**src/rtl/mux_sel_pkg.sv**
```systemverilog
// Shared definitions for the round-robin mux scanner: channel count, select width,
// FSM state type and the select-to-one-hot helper.
package mux_sel_pkg;

    localparam int NUM_CH = 4;
    localparam int SEL_W  = 2;

    typedef enum logic [1:0] {
        IDLE   = 2'd0,
        SAMPLE = 2'd1,
        WAIT   = 2'd2
    } scan_state_t;

    function automatic logic [NUM_CH-1:0] onehot_sel(input logic [SEL_W-1:0] sel);
        return NUM_CH'(1) << sel;
    endfunction

endpackage

```
**src/rtl/rr_next_ptr.sv**
```systemverilog
// Combinational round-robin finder: first requesting channel strictly after `last`,
// wrapping modulo NUM_CH.
module rr_next_ptr
    import mux_sel_pkg::*;
(
    input  logic [NUM_CH-1:0] req,
    input  logic [SEL_W-1:0]  last,
    output logic [SEL_W-1:0]  next,
    output logic              found
);

    logic [SEL_W-1:0] idx;

    always_comb begin
        // NOTE: every always_comb output gets a default first so no path can infer a latch.
        next  = last;
        found = 1'b0;
        idx   = last;
        // Offsets 1..NUM_CH visit last+1 first and last itself at the very end.
        for (int i = 1; i <= NUM_CH; i++) begin
            idx = last + SEL_W'(i);
            if (!found && req[idx]) begin
                next  = idx;
                found = 1'b1;
            end
        end
    end

endmodule

```
**src/rtl/rr_mux_scanner.sv**
```systemverilog
// Round-robin scanner: grants one of four requesters, steers the external 4:1 mux,
// captures its word and hands it downstream over valid/ready while counting transfers.
module rr_mux_scanner
    import mux_sel_pkg::*;
#(
    parameter int DATA_W = 4,
    parameter int CNT_W  = 8
) (
    input  logic              clk,
    input  logic              rst,
    input  logic [NUM_CH-1:0] req,
    output logic [SEL_W-1:0]  sel,
    input  logic [DATA_W-1:0] mux_dout,
    output logic [NUM_CH-1:0] ack,
    output logic [DATA_W-1:0] out_data,
    output logic              out_valid,
    input  logic              out_ready,
    output logic [CNT_W-1:0]  xfer_cnt
);

    scan_state_t       state_q,     state_d;
    logic [SEL_W-1:0]  sel_q,       sel_d;
    logic [SEL_W-1:0]  last_q,      last_d;
    logic [DATA_W-1:0] out_data_q,  out_data_d;
    logic              out_valid_q, out_valid_d;
    logic [NUM_CH-1:0] ack_q,       ack_d;
    logic [CNT_W-1:0]  xfer_cnt_q,  xfer_cnt_d;

    logic [SEL_W-1:0]  next_ch;
    logic              found;

    rr_next_ptr u_next_ptr (
        .req   (req),
        .last  (last_q),
        .next  (next_ch),
        .found (found)
    );

    always_comb begin
        state_d     = state_q;
        sel_d       = sel_q;
        last_d      = last_q;
        out_data_d  = out_data_q;
        out_valid_d = out_valid_q;
        ack_d       = '0;
        xfer_cnt_d  = xfer_cnt_q;

        case (state_q)
            IDLE: begin
                if (found) begin
                    sel_d   = next_ch;
                    last_d  = next_ch;
                    state_d = SAMPLE;
                end
            end
            // The mux has had a full cycle to settle on sel_q before capture.
            SAMPLE: begin
                out_data_d  = mux_dout;
                out_valid_d = 1'b1;
                ack_d       = onehot_sel(sel_q);
                state_d     = WAIT;
            end
            WAIT: begin
                if (out_valid_q && out_ready) begin
                    out_valid_d = 1'b0;
                    xfer_cnt_d  = xfer_cnt_q + CNT_W'(1);
                    state_d     = IDLE;
                end
            end
            default: state_d = IDLE;
        endcase
    end

    // last_q resets to the top channel so the first scan begins at channel 0.
    always_ff @(posedge clk) begin
        // NOTE: sequential state uses non-blocking assignments so all registers update together.
        if (rst) begin
            state_q     <= IDLE;
            sel_q       <= '0;
            last_q      <= SEL_W'(NUM_CH - 1);
            out_data_q  <= '0;
            out_valid_q <= 1'b0;
            ack_q       <= '0;
            xfer_cnt_q  <= '0;
        end else begin
            state_q     <= state_d;
            sel_q       <= sel_d;
            last_q      <= last_d;
            out_data_q  <= out_data_d;
            out_valid_q <= out_valid_d;
            ack_q       <= ack_d;
            xfer_cnt_q  <= xfer_cnt_d;
        end
    end

    assign sel       = sel_q;
    assign ack       = ack_q;
    assign out_data  = out_data_q;
    assign out_valid = out_valid_q;
    assign xfer_cnt  = xfer_cnt_q;

endmodule

```
**config.mk**
```make
export PLATFORM = sky130hd
export DESIGN_NAME = rr_mux_scanner
export DESIGN_NICKNAME = d
export VERILOG_FILES = /design/src/rtl/mux_sel_pkg.sv /design/src/rtl/rr_next_ptr.sv /design/src/rtl/rr_mux_scanner.sv
export SDC_FILE = /design/constraint.sdc
export NUM_CORES = 1
export LEC_CHECK = 0
export ABC_AREA = 1
export CORE_ASPECT_RATIO = 0.75
export CORE_MARGIN = 8
export CORE_UTILIZATION = 47
export DETAILED_ROUTE_END_ITERATION = 6
export PLACE_DENSITY_LB_ADDON = 0.15
export SYNTH_ARGS = -nofsm -noshare
export SYNTH_HDL_FRONTEND = slang
export SYNTH_SLANG_ARGS = --single-unit
```
**constraint.sdc**
```tcl
create_clock -name clk -period 1.8 [get_ports clk]
set_clock_uncertainty 0.15 [all_clocks]
set_input_delay 0.36 -clock clk [delete_from_list [all_inputs] [get_ports clk]]
set_output_delay 0.36 -clock clk [all_outputs]
set_load 0.02 [all_outputs]
```
; After elaboration in Yosys (flattened, before gate mapping)
; Index checks and enable logic that the tools add are counted.
[classes]
shifts = 1
reduce_logical = 14
addsub = 4
n_eq_ne = 4
mux = 21
n_bitwise = 1
magnitude_cmp = 4
[op_table]
columns = operator, n
row1 = < comparator 2 x 3 -> 1 bit (second input constant), 4
row2 = 2-to-1 mux 2 bit, 6
row3 = 2-to-1 mux 1 bit, 9
row4 = adder 8 x 1 -> 8 bit (second input constant), 1
row5 = binary-select mux 1 bit (select 2 bit), 4
row6 = AND reduction 2 bit, 4
row7 = one-hot mux 2 bit (3 select lines), 1
row8 = adder 2 bit (second input constant), 2
row9 = logical AND 1 bit, 4
row10 = inequality test 2 bit (second input constant), 2
row11 = << shifter 1 x 2 -> 4 bit (first input constant), 1
row12 = logical NOT 1 bit, 3
row13 = adder 2 x 1 -> 2 bit (second input constant), 1
row14 = equality test 2 x 1 -> 1 bit (second input constant), 1
row15 = equality test 2 bit (second input constant), 1
row16 = logical NOT 2 bit, 1
row17 = one-hot mux 1 bit (2 select lines), 1
row18 = nonzero test 2 bit, 1
row19 = OR reduction 2 bit, 1
row20 = NOT 1 bit, 1
[totals]
out_inout_bits = 19
reg_bits = 23
input_bits = 11

; Depth between registers and ports, before layout
[logic_depth]
word_depth = 15
depth_mapped = 13
ltp_nobuf = 12

; Cells and area by module
; Synthesis repeated with hierarchy kept, for this count alone.
[unflattened]
cells_unflattened = 169
hier_area_um2 = 1149.9
[by_module_without_submodules]
columns = mod, instances, cells_per_inst, area_each_um2, seq_area_each_um2
row1 = rr_mux_scanner, 1, 123, 918.4, 460.4
row2 = rr_next_ptr, 1, 46, 231.5, 0.0

; Worst setup path after synthesis
; Ideal clock, no wire load.
[synth_timing]
kind = flip-flop to flip-flop
startpoint = register out_valid_q, in the netlist out_valid
endpoint = register xfer_cnt_q[7], in the netlist xfer_cnt[7]
setup_ns = 0.114
path_buffers = 0
slack_ns = 0.325
period_less_slack_ns = 1.475
path_stages_with_launch = 8
arrival_time_ns = 1.211
t_required_ns = 1.536
cell_sequence = dfxtp_1 -> nand2_2 -> nor3_4 -> nand2_1 -> nor2_2 -> nand4_1 -> xor2_1 -> nor2_1
[synth_between]
elab_chain_len = 2
[synth_rtl]
columns = item, line
row1 = start: declaration, rr_mux_scanner.sv:25  ; logic out_valid_q, out_valid_d;
row2 = start signal: assignment, rr_mux_scanner.sv:90  ; out_valid_q <= out_valid_d;
row3 = logical AND 1 bit, rr_mux_scanner.sv:64  ; if (out_valid_q && out_ready) begin
row4 = AND reduction 2 bit (no source line), n/a
row5 = end signal: assignment, rr_mux_scanner.sv:92  ; xfer_cnt_q <= xfer_cnt_d;
row6 = end: declaration, rr_mux_scanner.sv:27  ; logic [CNT_W-1:0] xfer_cnt_q, xfer_cnt_d;
; Every way passes these cells.
; A chain may end at the register's enable or synchronous reset.

; Final worst setup path
[layout_timing]
startpoint = register ack_q[1], in the netlist ack[1]
endpoint = output port ack[1]
[layout_rtl]
columns = item, line
row1 = start: declaration, rr_mux_scanner.sv:26  ; logic [NUM_CH-1:0] ack_q, ack_d;
row2 = start signal: assignment, rr_mux_scanner.sv:91  ; ack_q <= ack_d;
row3 = end: declaration, rr_mux_scanner.sv:14  ; output logic [NUM_CH-1:0] ack,
; No word-level cell between the ends.

==> report_table.html <==
<table>
<tr><th>Metric</th><th>Value</th></tr>
<tr><th colspan="2">Routing</th></tr>
<tr><td>Sum of routed wire length over all layers</td><td>between 2000 and 3000 µm</td></tr>
<tr><td>Pre-Repair DR Iteration Count</td><td>4</td></tr>
<tr><td>First DRT Iteration DRCs</td><td>70</td></tr>
<tr><td>Residual DRC count</td><td>0</td></tr>
<tr><td>Post-DR wirelength/cell</td><td>11.4 µm</td></tr>
<tr><td>Number of vias in the routed layout</td><td>1060</td></tr>
<tr><td>Average via count per standard cell</td><td>approximately 4.7</td></tr>
<tr><td>Antenna viol nets, final</td><td>0</td></tr>
<tr><th colspan="2">STA</th></tr>
<tr><td>Max-slew violation total from the final report</td><td>0</td></tr>
<tr><td>Crit share post-route</td><td>a little over nine tenths</td></tr>
<tr><td>Maximum clock rate</td><td>574 MHz</td></tr>
<tr><td>Final hold violation count</td><td>0</td></tr>
<tr><td>Setup repair after global routing missed its margin</td><td>false</td></tr>
<tr><td>Total of endpoints with negative setup slack in the final report</td><td>0</td></tr>
<tr><td>Shortest period the worst path allows</td><td>approximately 1700 ps</td></tr>
<tr><td>Final worst setup slack</td><td>about 57 ps</td></tr>
<tr><td>Max transition margin</td><td>approximately four fifths</td></tr>
<tr><td>Worst-margin pin slew</td><td>between 200 and 300 ps</td></tr>
<tr><th colspan="2">Finish</th></tr>
<tr><td>Synth-to-layout area growth</td><td>33.6%</td></tr>
<tr><td>Proportion of layout cells with a drive suffix above 1</td><td>20.7%</td></tr>
<tr><td>Post-route core utilization</td><td>66.4%</td></tr>
<tr><td>Summed area of non-filler cells in the final layout</td><td>approximately 1500 µm²</td></tr>
<tr><td>Nets</td><td>206</td></tr>
<tr><td>Final antenna diode count</td><td>0</td></tr>
<tr><th colspan="2">Critical path</th></tr>
<tr><td>Buffer and inverter count on the worst path</td><td>1</td></tr>
<tr><td>CP Max Fanout</td><td>1</td></tr>
<tr><td>Max stage delay on crit path</td><td>approximately 600 ps</td></tr>
<tr><td>Arrival time reported for the critical path endpoint</td><td>roughly 1200 ps</td></tr>
<tr><td>Critical Path RT</td><td>~1300 ps</td></tr>
<tr><td>CP delay by family, top</td><td>buffers and inverters</td></tr>
<tr><td>Critical setup path kind</td><td>reg2out</td></tr>
<tr><td>Capturing element type of the critical path</td><td>output pin</td></tr>
<tr><td>Cell chain of the critical path</td><td>clkdlybuf4s50_1</td></tr>
<tr><td>Crit path max-delay cell type</td><td>clkdlybuf4s50_1</td></tr>
<tr><td>CP startpoint kind</td><td>register</td></tr>
<tr><th colspan="2">Power and ir drop</th></tr>
<tr><td>Power per cell area</td><td>approximately 1300 nW/µm²</td></tr>
<tr><td>Power after layout</td><td>~2000 µW</td></tr>
<tr><td>Reported leakage power</td><td>about 0.00076 µW</td></tr>
<tr><td>Peak ir drop on the vdd network</td><td>approximately 540 µV</td></tr>
<tr><th colspan="2">Flow run</th></tr>
<tr><td>Maxcap violations</td><td>0</td></tr>
<tr><th colspan="2">Placed design</th></tr>
<tr><td>Place WS</td><td>-109 ps</td></tr>
<tr><td>Placed inst area</td><td>1520 µm²</td></tr>
<tr><td>Port buffer count</td><td>29</td></tr>
<tr><td>Last weighted congestion value of the routability-driven placer</td><td>between 0.7 and 0.8</td></tr>
<tr><td>DPL Wire Length</td><td>roughly 2200 µm</td></tr>
<tr><th colspan="2">Global route</th></tr>
<tr><td>Maximum number of pins on one net before global-route repair</td><td>14</td></tr>
<tr><td>Gr usage total</td><td>approximately an eighth</td></tr>
<tr><td>Met3 track utilization from global routing</td><td>approximately 5.4%</td></tr>
<tr><td>Number of antenna violations at the first check in global routing</td><td>0</td></tr>
<tr><td>First-pass GRT wire length</td><td>4490 µm</td></tr>
<tr><td>Top Usage Layer GRT</td><td>met2</td></tr>
<tr><td>Global routing usage on met2</td><td>about a fifth</td></tr>
<tr><td>Met1 usage in global routing</td><td>between 10% and 20%</td></tr>
<tr><td>GR Overflow Total</td><td>0</td></tr>
<tr><td>Number of global-route vias before repair</td><td>around 1000</td></tr>
<tr><th colspan="2">Logic synthesis</th></tr>
<tr><td>Synth unique cells</td><td>26</td></tr>
<tr><td>Mapped cell area</td><td>roughly 1100 µm²</td></tr>
<tr><td>Library cell with the largest summed area after synthesis</td><td>dfxtp_1</td></tr>
<tr><td>Synth Flop Type</td><td>dfxtp_1</td></tr>
<tr><td>Fraction of synthesis flops using an asynchronous set or reset pin</td><td>0%</td></tr>
<tr><td>Synth Warn #</td><td>0</td></tr>
<tr><td>Sequential-to-total area share from yosys stat</td><td>40.1%</td></tr>
<tr><td>Post-Synthesis Mean Instance Area</td><td>around 7.4 µm²</td></tr>
<tr><td>Flop and latch count out of synthesis</td><td>23</td></tr>
<tr><td>Cell types with the largest area share after synthesis</td><td>dfxtp_1 40%, nand2_1 11%, nand2_2 7.1%</td></tr>
<tr><td>Top cells by count, synth</td><td>35 x nand2_1, 23 x dfxtp_1, 17 x inv_1, 17 x nor2_1, 13 x nand2_2</td></tr>
<tr><td>Syn Nets</td><td>167</td></tr>
<tr><td>EDFF count, synth</td><td>0</td></tr>
<tr><td>Yosys top cell area share</td><td>approximately two fifths</td></tr>
<tr><td>Post-Synthesis Cells</td><td>between 150 and 200</td></tr>
<tr><td>Most instantiated library cell after synthesis</td><td>nand2_1</td></tr>
<tr><th colspan="2">Clock tree</th></tr>
<tr><td>Clock latency at the later pin of the worst-skew pair</td><td>approximately 310 ps</td></tr>
<tr><td>CTS tree</td><td>done</td></tr>
<tr><td>Quantity of gates resized following cts</td><td>13</td></tr>
<tr><td>Cell at the root of the clock tree</td><td>clkbuf_4</td></tr>
<tr><td>Number of buffers inserted for hold repair after clock tree synthesis</td><td>0</td></tr>
<tr><td>CTS clock-pin slew for the worst setup and hold paths</td><td>about 120 ps</td></tr>
<tr><td>CTS buffer count</td><td>3</td></tr>
<tr><td>CTS HTree Levels</td><td>1</td></tr>
<tr><td>CTS max path bufs</td><td>2</td></tr>
<tr><td>TritonCTS sink count</td><td>23</td></tr>
<tr><td>Setup Fix Bufs, Post-CTS</td><td>0</td></tr>
<tr><th colspan="2">Floorplanning</th></tr>
<tr><td>Core area</td><td>between 2000 and 2500 µm²</td></tr>
<tr><td>Floorplan die height</td><td>about 59 µm</td></tr>
<tr><td>Total I/O pin count</td><td>30</td></tr>
<tr><td>Die outline width</td><td>~73 µm</td></tr>
<tr><td>Initial core utilization</td><td>49.8%</td></tr>
<tr><td>Row count</td><td>15</td></tr>
<tr><td>Area of the die</td><td>between 4000 and 5000 µm²</td></tr>
<tr><th colspan="2">Min path</th></tr>
<tr><td>Class of the worst hold path</td><td>reg2reg</td></tr>
<tr><th colspan="2">Status</th></tr>
<tr><td>Result of the run</td><td>finished, final reports clean</td></tr>
</table>
## path summary, 6_finish.rpt
path	from	end	slack, ps	cells after the start
worst max-delay path	ack[1]$_SDFF_PP0_	ack[1]	60	1
worst min-delay path	out_data[1]$_SDFFE_PP0N_	out_data[1]$_SDFFE_PP0N_	350	2
worst max register to register	last_q[0]$_SDFFE_PP1P_	last_q[0]$_SDFFE_PP1P_	230	10
worst min register to register	out_data[1]$_SDFFE_PP0N_	out_data[1]$_SDFFE_PP0N_	350	2
## layout by cell type (no fill, tap or decap), types with 2 or more instances in the layout
cell type / n
nand2_4: 3
nand3_2: 3
dlymetal6s2s_1: 2
inv_2: 2
clkdlybuf4s50_1: 14
nor2_2: 3
nor2_1: 17
clkbuf_4: 3
nand2_2: 13
inv_1: 17
dfxtp_1: 23
nor3_4: 2
nand2_1: 35
nand3_1: 6
nor3_1: 6
buf_4: 8
dlygate4sd2_1: 13
o21ai_0: 9
a21oi_1: 4
## registers in the layout, indices dropped and copies added, names as in the netlist
name / count
last_q: 2
out_valid: 1
ack: 4
state_q: 2
xfer_cnt: 8
out_data: 4
sel: 2
## cell families after synthesis
family	after synthesis	share of synthesized area, %
and+or+nand+nor	90	40.5
buffers and inverters	23	9.26
DFF	23	40.1
AOI/OAI and AO/OA	17	8.28
xor gates and xnor gates	1	0.763
adders and majority gates	1	1.09
## metrics by stage
step                hold slack, ps  setup TNS (ps)  instances
floorplan                      272               0        155
global placement               313            -182        223
detailed placement             326            -418        223
CTS                            352               0        227
global route                   391               0        227
finish                         346               0        227
## metal layers
layer / up-vias / wire length [µm]
li1: 565 / -
met1: 469 / 1250
met2: 24 / 1190
met3: 2 / 145
met4: 0 / 10
met5: - / 0
## final cells by class
cell class / instances / area [µm²]
Tap cell: 34 / 42.5
Sequential cell: 23 / 460
Multi-Input combinational cell: 109 / 582
Timing Repair Buffer: 37 / 339
Clock buffer: 3 / 22.5
Fill cell: 217 / 774
Inverter: 20 / 82.6
Clock inverter: 1 / 5.00
## power by group
| part | switching (µW) | leakage [µW] | internal [µW] |
|---|---|---|---|
| Combinational | 620 | 0.000554 | 371 |
| Sequential | 105 | 0.000188 | 627 |
| Clock | 149 | 0.0000177 | 83.0 |
| Total | 874 | 0.000759 | 1080 |
No activity file was read; power rests on OpenSTA's default activity.
